### config.mk
export PLATFORM = sky130hd
export DESIGN_NAME = alu_bist_ctrl
export DESIGN_NICKNAME = d
export VERILOG_FILES = /design/src/rtl/alu_bist_ctrl.sv
export SDC_FILE = /design/constraint.sdc
export NUM_CORES = 1
export LEC_CHECK = 0
export CORE_MARGIN = 2
export CORE_UTILIZATION = 52
export CTS_BUF_LIST = sky130_fd_sc_hd__clkbuf_8
export CTS_CLUSTER_DIAMETER = 40
export DETAILED_ROUTE_END_ITERATION = 10
export PLACE_DENSITY = 0.87
export SLEW_MARGIN = 20
export SYNTH_ARGS = -nofsm -noshare
export SYNTH_HDL_FRONTEND = slang
export SYNTH_SLANG_ARGS = --single-unit
### constraint.sdc
create_clock -name clk -period 9.2 [get_ports clk]
set_input_delay 2.76 -clock clk [delete_from_list [all_inputs] [get_ports clk]]
set_output_delay 2.76 -clock clk [all_outputs]
set_load 0.05 [all_outputs]
### src/rtl/alu_bist_ctrl.sv
// BIST initiator for the 32-bit ALU: sweeps 16 opcodes with corner and LFSR operands into a MISR.
// Optional ALU_BIST_STOP_ON_ERR_EN: stop at the first zero-flag inconsistency and freeze the vector.
module alu_bist_ctrl #(
    parameter int          PATTERNS   = 64,
    parameter logic [31:0] SEED_A     = 32'hACE12468,
    parameter logic [31:0] SEED_B     = 32'h13579BDF,
    parameter logic [31:0] GOLDEN_SIG = 32'h00000000
) (
    input  logic        clk,
    input  logic        rst,
    input  logic        start,
    output logic        busy,
    output logic        done,
    output logic        pass,
    output logic        zero_err,
    output logic [31:0] signature,
    output logic [31:0] alu_inA,
    output logic [31:0] alu_inB,
    output logic [3:0]  alu_op,
    input  logic [31:0] alu_result,
    input  logic        alu_zero
);

    localparam int VW = $clog2(PATTERNS);

    typedef enum logic [2:0] {S_IDLE, S_LOAD, S_DRIVE, S_CAPTURE, S_DONE} state_t;

    function automatic logic [31:0] f_lfsr_step(input logic [31:0] x);
        return (x >> 1) ^ (x[0] ? 32'h80200003 : 32'h0);
    endfunction

    function automatic logic [31:0] f_misr_step(input logic [31:0] s, input logic [31:0] d);
        return {s[30:0], 1'b0} ^ (s[31] ? 32'h04C11DB7 : 32'h0) ^ d;
    endfunction

    state_t          r_state;
    logic            r_busy;
    logic            r_done;
    logic            r_pass;
    logic            r_zerr;
    logic [31:0]     r_sig;
    logic [31:0]     r_inA;
    logic [31:0]     r_inB;
    logic [3:0]      r_op;
    logic [VW-1:0]   r_vec;
    logic [31:0]     r_lfsr_a;
    logic [31:0]     r_lfsr_b;

    logic [31:0]     w_sig_nx;
    logic            w_zmis;
    logic            w_zerr_nx;
    logic            w_last_vec;
    logic            w_to_done;
    logic [VW-1:0]   w_vec_nx;
    logic [3:0]      w_op_nx;
    logic [31:0]     w_lfsr_a_nx;
    logic [31:0]     w_lfsr_b_nx;
    logic [31:0]     w_inA_nx;
    logic [31:0]     w_inB_nx;

    always_comb begin
        w_sig_nx   = f_misr_step(r_sig, alu_result);
        w_zmis     = alu_zero != (alu_result == 32'h0);
        w_zerr_nx  = r_zerr | w_zmis;
        w_last_vec = r_vec == VW'(PATTERNS - 1);
`ifdef ALU_BIST_STOP_ON_ERR_EN
        w_to_done  = (w_last_vec && (r_op == 4'hF)) || w_zmis;
`else
        w_to_done  = w_last_vec && (r_op == 4'hF);
`endif
        w_vec_nx   = w_last_vec ? '0 : r_vec + VW'(1);
        w_op_nx    = w_last_vec ? r_op + 4'd1 : r_op;
        // LFSRs advance only after a k>=2 vector and reseed at each opcode change
        if (w_last_vec) begin
            w_lfsr_a_nx = SEED_A;
            w_lfsr_b_nx = SEED_B;
        end else if (r_vec >= VW'(2)) begin
            w_lfsr_a_nx = f_lfsr_step(r_lfsr_a);
            w_lfsr_b_nx = f_lfsr_step(r_lfsr_b);
        end else begin
            w_lfsr_a_nx = r_lfsr_a;
            w_lfsr_b_nx = r_lfsr_b;
        end
        if (w_vec_nx == '0) begin
            w_inA_nx = 32'h0;
            w_inB_nx = 32'h0;
        end else if (w_vec_nx == VW'(1)) begin
            w_inA_nx = 32'hFFFFFFFF;
            w_inB_nx = 32'hFFFFFFFF;
        end else begin
            w_inA_nx = w_lfsr_a_nx;
            w_inB_nx = w_lfsr_b_nx;
        end
    end

    always_ff @(posedge clk or posedge rst) begin
        if (rst) begin
            r_state  <= S_IDLE;
            r_busy   <= 1'b0;
            r_done   <= 1'b0;
            r_pass   <= 1'b0;
            r_zerr   <= 1'b0;
            r_sig    <= 32'h0;
            r_inA    <= 32'h0;
            r_inB    <= 32'h0;
            r_op     <= 4'h0;
            r_vec    <= '0;
            r_lfsr_a <= SEED_A;
            r_lfsr_b <= SEED_B;
        end else begin
            case (r_state)
                S_IDLE: begin
                    r_done <= 1'b0;
                    if (start) begin
                        r_state <= S_LOAD;
                        r_busy  <= 1'b1;
                    end
                end
                S_LOAD: begin
                    r_sig    <= 32'h0;
                    r_zerr   <= 1'b0;
                    r_pass   <= 1'b0;
                    r_op     <= 4'h0;
                    r_vec    <= '0;
                    r_lfsr_a <= SEED_A;
                    r_lfsr_b <= SEED_B;
                    r_inA    <= 32'h0;
                    r_inB    <= 32'h0;
                    r_state  <= S_DRIVE;
                end
                S_DRIVE: begin
                    r_state <= S_CAPTURE;
                end
                S_CAPTURE: begin
                    r_sig  <= w_sig_nx;
                    r_zerr <= w_zerr_nx;
                    // Final (or failing) vector: operands stay frozen on it
                    if (w_to_done) begin
                        r_state <= S_DONE;
                        r_busy  <= 1'b0;
                        r_done  <= 1'b1;
                        r_pass  <= (w_sig_nx == GOLDEN_SIG) && !w_zerr_nx;
                    end else begin
                        r_vec    <= w_vec_nx;
                        r_op     <= w_op_nx;
                        r_lfsr_a <= w_lfsr_a_nx;
                        r_lfsr_b <= w_lfsr_b_nx;
                        r_inA    <= w_inA_nx;
                        r_inB    <= w_inB_nx;
                        r_state  <= S_DRIVE;
                    end
                end
                S_DONE: begin
                    r_done  <= 1'b0;
                    r_state <= S_IDLE;
                end
                default: begin
                    r_state <= S_IDLE;
                    r_busy  <= 1'b0;
                    r_done  <= 1'b0;
                end
            endcase
        end
    end

    assign busy      = r_busy;
    assign done      = r_done;
    assign pass      = r_pass;
    assign zero_err  = r_zerr;
    assign signature = r_sig;
    assign alu_inA   = r_inA;
    assign alu_inB   = r_inB;
    assign alu_op    = r_op;

endmodule
==> reports/qor.txt <==
Run status: completed
Rel. slew slack: 0.282
Via Count: 6732
Synthesis warning total: 0
Num rows: 46
Total GRT Usage: 0.241
Setup WS pre-CTS: 4.30 ns
Die area: 0.0172 mm²
DPL Wire Length: 13.1 mm
Critical path, cell by cell: clkdlybuf4s50_1
Crit-path max cell delay: 0.98 ns
Final wirelength: 20.1 mm
CTS tree: built
Setup TNS: 0 ns
Critical path capture point type: primary output
#FFs+latches synth: 177
Leak: 4.46 nW
PD cells: 445 mW/mm²
Overall power: 4.56 mW
DP Area: 0.00988 mm²
RSZ-0062 raised after global routing: false
Critical Path RT: 6.44 ns
CP max FO: 24
Cell family with the largest share of critical-path delay: flip-flops
Synth Net Count: 843
Clock transition at path regs: 0.08 ns
CP startpoint kind: register
Pin count of the biggest net entering global routing: 112
# diodes: 0
Layout area overhead: 21.9%
CP max stage cell: dfrtp_1
Input/output buffers: 139
TritonRoute pass-1 iters: 5
Distinct cell type count after synthesis: 42
Clk Latency, worst-skew pair: 0.47 ns
Final instance area: 0.0103 mm²
H-Tree Depth: 4
Fillers: 1274
Worst Skew: 0.0127 ns
CORE AREA: 0.0159 mm²
Vias per Instance: 5.96
Layout Nets: 941
Final setup violation count: 0
Post-CTS Setup Inserts: 0
Final Max Slew Viols: 0
Peak supply drop: 278 µV
Register area share after synthesis: 0.531
Average cell area after synthesis: 10.5 µm²
Initial antenna violation count: 0
Post-cts hold buffer count: 0
Routed wire per std cell: 17.8 µm
Footprint of the multi-input gates: 0.00367 mm²
Crit path kind: reg2out
Initial DRC Count: 609
Worst hold path class: reg2reg
CTS max path bufs: 2
Fraction of layout cells with a size suffix above 1: 0.0942
Drc violations: 0
Vias in the first global route: 6487
Cells after Synth: 802
Clk sinks: 177
Fmax: 194 MHz
Max-cap violations: 0
Ports: 140
Total gr overflow: 0
Buf/Inv on CP: 1
GPL Wtd Cong: 0.936
Setup ws final: 4.03 ns
DRT antenna net count: 0
Cell chosen for the clock root: clkbuf_8
Arrival @ worst endpoint: 2.41 ns
Final core utilization: 0.646
Post-Syn Area: 0.00842 mm²
Die width: 131 µm
Initial core utilization: 0.530
Period minus WS final: 5.17 ns
Slew @ Worst Pin: 1.08 ns
Hold Vio Cnt, Final: 0
Post-CTS resize count: 0
Global-route wire length before repair: 33.7 mm
CTS Buf Count: 17
Fin crit share: 0.562
Register area: 0.00447 mm²
Vert. Die Dim: 131 µm
## per-layer routing
metal / track usage / wire, µm
met1: 0.324 / 8780
met2: 0.387 / 9650
met3: 0.0505 / 1250
met4: 0.0876 / 445
met5: 0 / 0
## sequential cells by signal, summed over array words and instances (netlist names)
name	cells
alu_inA	32
alu_inB	32
alu_op	4
busy	1
done	1
pass	1
r_lfsr_a	32
r_lfsr_b	32
r_state	3
r_vec	6
signature	32
zero_err	1
## power breakdown
| part | total [mW] | internal (mW) | leakage [nW] | switching, mW |
|---|---|---|---|---|
| Combinational | 2.54 | 0.963 | 2.15 | 1.57 |
| Sequential | 1.51 | 1.19 | 2.10 | 0.320 |
| Clock | 0.514 | 0.240 | 0.202 | 0.274 |
| Total | 4.56 | 2.40 | 4.46 | 2.17 |
## cell families after synthesis
logic type	after synthesis	share of synthesized area
compound gates	240	0.192
simple gates	197	0.107
flops	177	0.531
buf+inv	73	0.0389
mux	59	0.0703
xor+xnor	51	0.0530
fa+ha+maj	5	0.00743
## final timing paths
path,from,to,slack [ns],cells past startpoint
setup / recovery,signature[31],signature[31],4.03,1
hold / removal,done,done,0.49,1
setup reg to reg,r_vec[1],alu_op[0],6.20,6
hold reg to reg,done,done,0.49,1
max in group asynchronous,rst,alu_inB[22],4.91,3
min in group asynchronous,rst,alu_inA[27],2.90,2
## placed cells by master, fill, tap and decap left out, types with 3 or more instances in the layout
| master | netlist | routed |
|---|---|---|
| a21oi_1 | 6 | 5 |
| dfstp_2 | 33 | 33 |
| a21o_1 | 4 | 3 |
| inv_1 | 4 | 6 |
| o31ai_1 | 34 | 34 |
| o21ai_1 | 22 | 21 |
| mux2i_1 | 58 | 58 |
| ha_1 | 5 | 5 |
| nand4_1 | 10 | 10 |
| buf_4 | 0 | 9 |
| nor2_1 | 42 | 40 |
| clkdlybuf4s50_1 | 0 | 139 |
| clkinv_2 | 0 | 3 |
| xnor2_1 | 35 | 35 |
| nor3_1 | 5 | 5 |
| a22o_1 | 66 | 66 |
| nand2_1 | 72 | 72 |
| clkbuf_8 | 0 | 21 |
| xor2_1 | 16 | 16 |
| dfrtp_1 | 144 | 144 |
| nor4_1 | 9 | 9 |
| a31oi_1 | 34 | 34 |
| nand3_1 | 42 | 41 |
| o21ai_0 | 65 | 65 |
## cell usage after synthesis (all sizes together)
cell    instances  share of area
dfrtp         144           0.43
o21ai          87          0.052
nand2          72          0.032
a22o           66          0.069
mux2i          58          0.069
clkbuf         54          0.024
nand3          42          0.025
nor2           42          0.019
xnor2          35          0.036
a31oi          34          0.025
o31ai          34          0.030
dfstp          33           0.10
xor2           16          0.017
buf            15          0.013
nand4          10         0.0074
nor4            9         0.0067
a21oi           6         0.0036
ha              5         0.0074
nor3            5         0.0030
a21o            4         0.0036
inv             4         0.0018
and3            3         0.0022
or2             3         0.0022
a2111o          2         0.0027
nand2b          2         0.0015
o22ai           2         0.0015
or3             2         0.0015
or4             2         0.0018
or4b            2         0.0024
a311oi          1         0.0010
a32o            1         0.0012
and3b           1         0.0010
mux2            1         0.0013
nor2b           1        0.00074
o211ai          1        0.00089
o21a            1        0.00089
o41ai           1         0.0010
or3b            1         0.0010
## per-stage QoR
stage | hold slack, ns | std cells
after floorplan | 0.465 | 802
after global placement | 0.466 | 1097
after detailed placement | 0.482 | 1097
after CTS | 0.502 | 1129
after global routing | 0.528 | 1129
final | 0.492 | 1129
## area by class of cell
cell class                 instances  area share
clock buffer                      21      0.0282
clock inverter                    11     0.00865
inverter                           4     0.00195
multi-input combinational        552       0.357
sequential                       177       0.435
tap                              216      0.0263
timing repair buffer             148       0.142
Note: power is estimated with default switching activity, not from simulation.
